--- config.mk ---
export PLATFORM = sky130hd
export DESIGN_NAME = frame_feeder
export DESIGN_NICKNAME = d
export VERILOG_FILES = /design/src/rtl/frame_feeder.sv
export SDC_FILE = /design/constraint.sdc
export NUM_CORES = 1
export LEC_CHECK = 0
export BUFFER_PORTS_ARGS = -buffer_cell sky130_fd_sc_hd__buf_2
export CAP_MARGIN = 30
export CELL_PAD_IN_SITES_DETAIL_PLACEMENT = 1
export CELL_PAD_IN_SITES_GLOBAL_PLACEMENT = 1
export CORE_MARGIN = 1
export CORE_UTILIZATION = 33
export CTS_CLUSTER_DIAMETER = 30
export DETAILED_ROUTE_END_ITERATION = 8
export PLACE_DENSITY_LB_ADDON = 0.1
export SKIP_CTS_REPAIR_TIMING = 1
export SLEW_MARGIN = 20
export SYNTH_ARGS = -nofsm -noshare
export SYNTH_HDL_FRONTEND = slang
export SYNTH_SLANG_ARGS = --single-unit
--- constraint.sdc ---
create_clock -name clk -period 1.4 [get_ports clk]
set_input_delay 0.21 -clock clk [delete_from_list [all_inputs] [get_ports clk]]
set_output_delay 0.21 -clock clk [all_outputs]
set_load 0.01 [all_outputs]
--- src/rtl/frame_feeder.sv ---
// Reads one frame from the input FIFO into the classifier core and decodes the one-hot result.
// Optional WAIT_RES watchdog is compiled in with FRAME_FEEDER_TIMEOUT_EN.
module frame_feeder #(
  parameter int DATA_W          = 32,
  parameter int WORDS_PER_FRAME = 25,
  parameter int RES_W           = 10,
  parameter int TIMEOUT         = 4096
) (
  input  logic              clk,
  input  logic              rst,
  input  logic              start,
  input  logic              load_weight_done,
  input  logic              fifo_empty,
  input  logic [DATA_W-1:0] fifo_data,
  output logic              fifo_rd_en,
  output logic              core_input_valid,
  output logic              core_sof,
  output logic [DATA_W-1:0] core_d_in,
  input  logic              core_output_valid,
  input  logic [RES_W-1:0]  core_d_out,
  output logic              busy,
  output logic              result_valid,
  output logic [3:0]        result_digit,
  output logic              result_err
);

  localparam int CNT_W = $clog2(WORDS_PER_FRAME + 1);
  localparam logic [CNT_W-1:0] FRAME_LEN  = CNT_W'(WORDS_PER_FRAME);
  localparam logic [CNT_W-1:0] LAST_WORD  = CNT_W'(WORDS_PER_FRAME - 1);

  if (TIMEOUT < 1 || WORDS_PER_FRAME < 1 || RES_W > 16) begin : g_param_check
    $error("frame_feeder: unsupported parameter combination");
  end

  typedef enum logic [2:0] {
    IDLE     = 3'd0,
    WAIT_W   = 3'd1,
    STREAM   = 3'd2,
    WAIT_RES = 3'd3,
    DONE     = 3'd4
  } state_t;

  state_t           state_r;
  logic [CNT_W-1:0] issued_r;
  logic [CNT_W-1:0] emitted_r;
  logic             pend_r;
  logic             rd_en_s;

`ifdef FRAME_FEEDER_TIMEOUT_EN
  localparam int TMO_W = $clog2(TIMEOUT + 1);
  localparam logic [TMO_W-1:0] TMO_LAST = TMO_W'(TIMEOUT - 1);
  logic [TMO_W-1:0] tmo_r;
`endif

  // Returns {err, digit}: digit is the index of the single set bit, else 4'hF with err.
  function automatic logic [4:0] decode_onehot(input logic [RES_W-1:0] v);
    logic [4:0]  r;
    int unsigned ones;
    r    = {1'b1, 4'hF};
    ones = 32'd0;
    for (int k = 0; k < RES_W; k++) begin
      ones    = ones + {31'd0, v[k]};
      r[3:0]  = v[k] ? 4'(k) : r[3:0];
    end
    if (ones == 32'd1) begin
      r[4] = 1'b0;
    end else begin
      r = {1'b1, 4'hF};
    end
    return r;
  endfunction

  // FIFO read request: only while streaming, data available, weights loaded and frame not fully issued.
  always_comb begin
    rd_en_s = 1'b0;
    if (state_r == STREAM) begin
      rd_en_s = !fifo_empty && (issued_r < FRAME_LEN) && load_weight_done;
    end else begin
      rd_en_s = 1'b0;
    end
  end

  assign fifo_rd_en = rd_en_s;

  // Frame sequencing, word capture and result decode.
  always_ff @(posedge clk or negedge rst) begin
    if (!rst) begin
      state_r          <= IDLE;
      issued_r         <= '0;
      emitted_r        <= '0;
      pend_r           <= 1'b0;
      core_input_valid <= 1'b0;
      core_sof         <= 1'b0;
      core_d_in        <= '0;
      busy             <= 1'b0;
      result_valid     <= 1'b0;
      result_digit     <= 4'h0;
      result_err       <= 1'b0;
`ifdef FRAME_FEEDER_TIMEOUT_EN
      tmo_r            <= '0;
`endif
    end else begin
      result_valid <= 1'b0;
      case (state_r)
        IDLE: begin
          core_input_valid <= 1'b0;
          core_sof         <= 1'b0;
          if (start) begin
            state_r <= WAIT_W;
            busy    <= 1'b1;
          end else begin
            busy    <= 1'b0;
          end
        end
        WAIT_W: begin
          if (load_weight_done) begin
            state_r   <= STREAM;
            issued_r  <= '0;
            emitted_r <= '0;
            pend_r    <= 1'b0;
          end else begin
            state_r   <= WAIT_W;
          end
        end
        STREAM: begin
          pend_r <= rd_en_s;
          if (rd_en_s) begin
            issued_r <= issued_r + CNT_W'(1);
          end else begin
            issued_r <= issued_r;
          end
          // fifo_data is valid the cycle after a read, so capture follows the pending flag.
          if (pend_r) begin
            core_input_valid <= 1'b1;
            core_d_in        <= fifo_data;
            core_sof         <= (emitted_r == '0);
            emitted_r        <= emitted_r + CNT_W'(1);
            if (emitted_r == LAST_WORD) begin
              state_r <= WAIT_RES;
`ifdef FRAME_FEEDER_TIMEOUT_EN
              tmo_r   <= '0;
`endif
            end else begin
              state_r <= STREAM;
            end
          end else begin
            core_input_valid <= 1'b0;
            core_sof         <= 1'b0;
          end
        end
        WAIT_RES: begin
          core_input_valid <= 1'b0;
          core_sof         <= 1'b0;
          if (core_output_valid) begin
            {result_err, result_digit} <= decode_onehot(core_d_out);
            result_valid <= 1'b1;
            state_r      <= DONE;
          end
`ifdef FRAME_FEEDER_TIMEOUT_EN
          else if (tmo_r == TMO_LAST) begin
            result_err   <= 1'b1;
            result_digit <= 4'hF;
            result_valid <= 1'b1;
            state_r      <= DONE;
          end else begin
            tmo_r <= tmo_r + TMO_W'(1);
          end
`else
          else begin
            state_r <= WAIT_RES;
          end
`endif
        end
        DONE: begin
          state_r <= IDLE;
          busy    <= 1'b0;
        end
        default: begin
          state_r          <= IDLE;
          busy             <= 1'b0;
          core_input_valid <= 1'b0;
          core_sof         <= 1'b0;
        end
      endcase
    end
  end

endmodule

==> results.cfg <==
[run_status]
status = finished with violations
violations = negative setup slack

[placement]
place_inst = 497
dp_slack_ns = -2.01
post-dp-hpwl_um = 5190
io_buffers = 89
place_congestion = 0.785

[detailed_routing]
wire_per_inst_um = 14.6
drt_iter0_drc = 43
drt-pass1-iter-count = 4
routed_wl_um = 7640
vias = 2469
vias_per_cell = 4.72
drtAntennaViolNets = 0
route.detailed.drc = 0

[global_routing]
grtUsageMet3_pct = 4.29
top_usage_layer = met2
grt_remaining_overflow = 0
met2_usage_pct = 30.9
use_met1_pct = 21.9
grt_pass1_vias = 2544
grt_pass1_wl_um = 11800
antenna_found_initial = 0
grt_use_total_pct = 17.6
grt_start_max_net_pins = 56

[final_layout]
fin_cells = 523
antennaDiodeCount = 0
fill_cells = 861
fin_nets = 484
areaGrowthSynthToFinish_pct = 56.1
drive_gt1_share_pct = 50.7

[synth]
ys_seq_elements = 55
synth_largest_area_cell = dfrtp_1
syn_area_per_cell_um2 = 9.06
syn-num-nets = 346
synth_enable_flop_cells = 0
yosys_warnings = 0
yosys.cell_count.top_type = nand2_1
synthCells = 285
seq_area_frac_synth_pct = 53.3
synth_ff_type = dfrtp_1
synthTopCellsByArea = dfrtp_1 53%, nand2_1 16%, fa_1 4.7%
yosys-top-cells-count = 110 x nand2_1, 55 x dfrtp_1, 17 x inv_1, 17 x nor2_1, 12 x o21ai_0
ys_types = 34
synthArstFlopShare_pct = 100
synth_area_um2 = 2580
synth_top_cell_area_share_pct = 53.3

[cts]
cts_max_path_buffers = 2
htree_levels = 2
numClockSinks = 55
numCtsBuffers = 5
clk_pin_slew_ns = 0.11
clock_latency_ns = 0.32
cts-root-buf = clkbuf_8
cts_tree = done

[timing]
slew_violations = 0
timing.final.hold_violations = 0
fin_hold_ws_ns = 0.0769
rsz0062_at_grt = yes
post-route-min-period_ns = 2.92
relSlewSlack_pct = 77.3
setup_violations = 48
worst_pin_slew_ns = 0.338
fmax_mhz = 342
period_share_pct = 209
fin_skew_ns = 0.0124
setup_ws_ns = -1.52

[critical_path]
path_class = in -> reg
crit_arrival_ns = 3.12
rr_endpoint = emitted_r[1]
r2r_start = state_r[2]
reg2reg_depth = 8
start_kind = primary input
r2r_slack_ns = -0.30
required_ns = 1.60
cp-end-kind = register
cp_max_fo = 4

[worst_hold_path]
whs_path_depth = 3
min_path_type = in -> reg
holdPathEnd = core_d_in[18]
hp-start = fifo_data[18]

[pwr]
p_per_area_nw_per_um2 = 1700
leakage_nw = 2.15
peakVddDrop_uv = 667

[floorplanning]
die_h_um = 90.5
start_util_pct = 34.9
core_area_um2 = 7410
die_area_um2 = 8180
ioPinCount = 90
die_w_um = 90.5
fp-row-count = 31

[job]
maxCapViolCount = 0
[how the worst max path moves through the flow]
stage	from	end	slack [ns]
final	core_d_out[3]	result_digit[0]	-1.52
after global routing	core_d_out[3]	result_digit[1]	-1.62
after CTS	core_d_out[3]	result_digit[0]	-1.64
after detailed placement	core_d_out[3]	result_digit[0]	-2.01
after global placement	core_d_out[3]	result_digit[0]	-1.86
after floorplan	core_d_out[3]	result_digit[0]	-1.64
[layer usage]
layer,up-vias,routed length [um]
li1,1190,-
met1,1203,3300
met2,70,3920
met3,6,368
met4,0,57
met5,-,0
[metrics by stage]
stage          util (%)  total power, mW  setup TNS, ns  area, um^2
4_1_cts            47.2             6.33         -10.46        3500
5_1_grt            54.4             7.36         -21.64        4030
6_report           54.4             6.84         -17.92        4030
3_3_place_gp       46.0             5.27         -10.08        3400
2_1_floorplan         -             4.03          -7.96        2600
3_5_place_dp       46.0             5.40         -10.42        3400
[state kept, by name, summed over array words and instances, names as in the netlist]
| name | count |
|---|---|
| core_input_valid | 1 |
| emitted_r | 5 |
| result_digit | 4 |
| state_r | 3 |
| issued_r | 5 |
| core_sof | 1 |
| busy | 1 |
| core_d_in | 32 |
| result_valid | 1 |
| result_err | 1 |
| pend_r | 1 |
[logic make-up (layout without fill, tap and decap cells)]
logic type / after synthesis / count (layout) / synth area share (%)
simple gates: 153 / 153 / 25.2
flops: 55 / 55 / 53.3
compound gates: 32 / 32 / 7.56
buf+inv: 29 / 168 / 4.84
fa+ha+maj: 13 / 13 / 8.04
xor+xnor: 3 / 3 / 1.02
[where the power goes]
group	internal (mW)	switching (mW)	total, mW
clock	0.361	0.569	0.930
sequential	2.25	0.373	2.62
combinational	1.52	1.76	3.28
total	4.13	2.70	6.84
[layout make-up]
class                           count  area (um^2)  area share [%]
Multi-Input combinational cell    201         1380            34.3
Sequential cell                    55         1380            34.1
Timing Repair Buffer              143          993            24.6
Tap cell                           99          124            3.07
Clock buffer                        5         68.8            1.71
Inverter                           17         63.8            1.58
Clock inverter                      3         22.5           0.559
[cell usage in the layout, fill, tap and decap left out, types with 3 or more instances in the layout]
master	netlist	layout
o21ai_1	0	4
inv_2	0	3
clkbuf_8	0	5
nand3_1	8	5
nand2_4	0	14
a21oi_1	7	6
dfrtp_1	55	55
buf_2	7	85
nor3_1	4	4
nand2b_1	3	3
nor2_1	17	14
buf_8	0	4
nand3_2	0	3
nand2_2	0	25
nand2_1	110	71
inv_1	17	14
fa_1	6	5
ha_1	7	6
o21ai_2	0	4
buf_6	1	14
buf_4	0	36
o21ai_0	12	4
[worst max-delay path, stage by stage]
cell	delay [ns]
buf_6	0.10
fa_1	0.49
fa_1	0.52
inv_1	0.05
fa_1	0.45
inv_2	0.08
ha_4	0.13
inv_2	0.04
fa_2	0.37
a2111oi_4	0.22
a21oi_2	0.09
nor3b_4	0.26
a31oi_1	0.13
No activity file was read; power rests on OpenSTA's default activity.
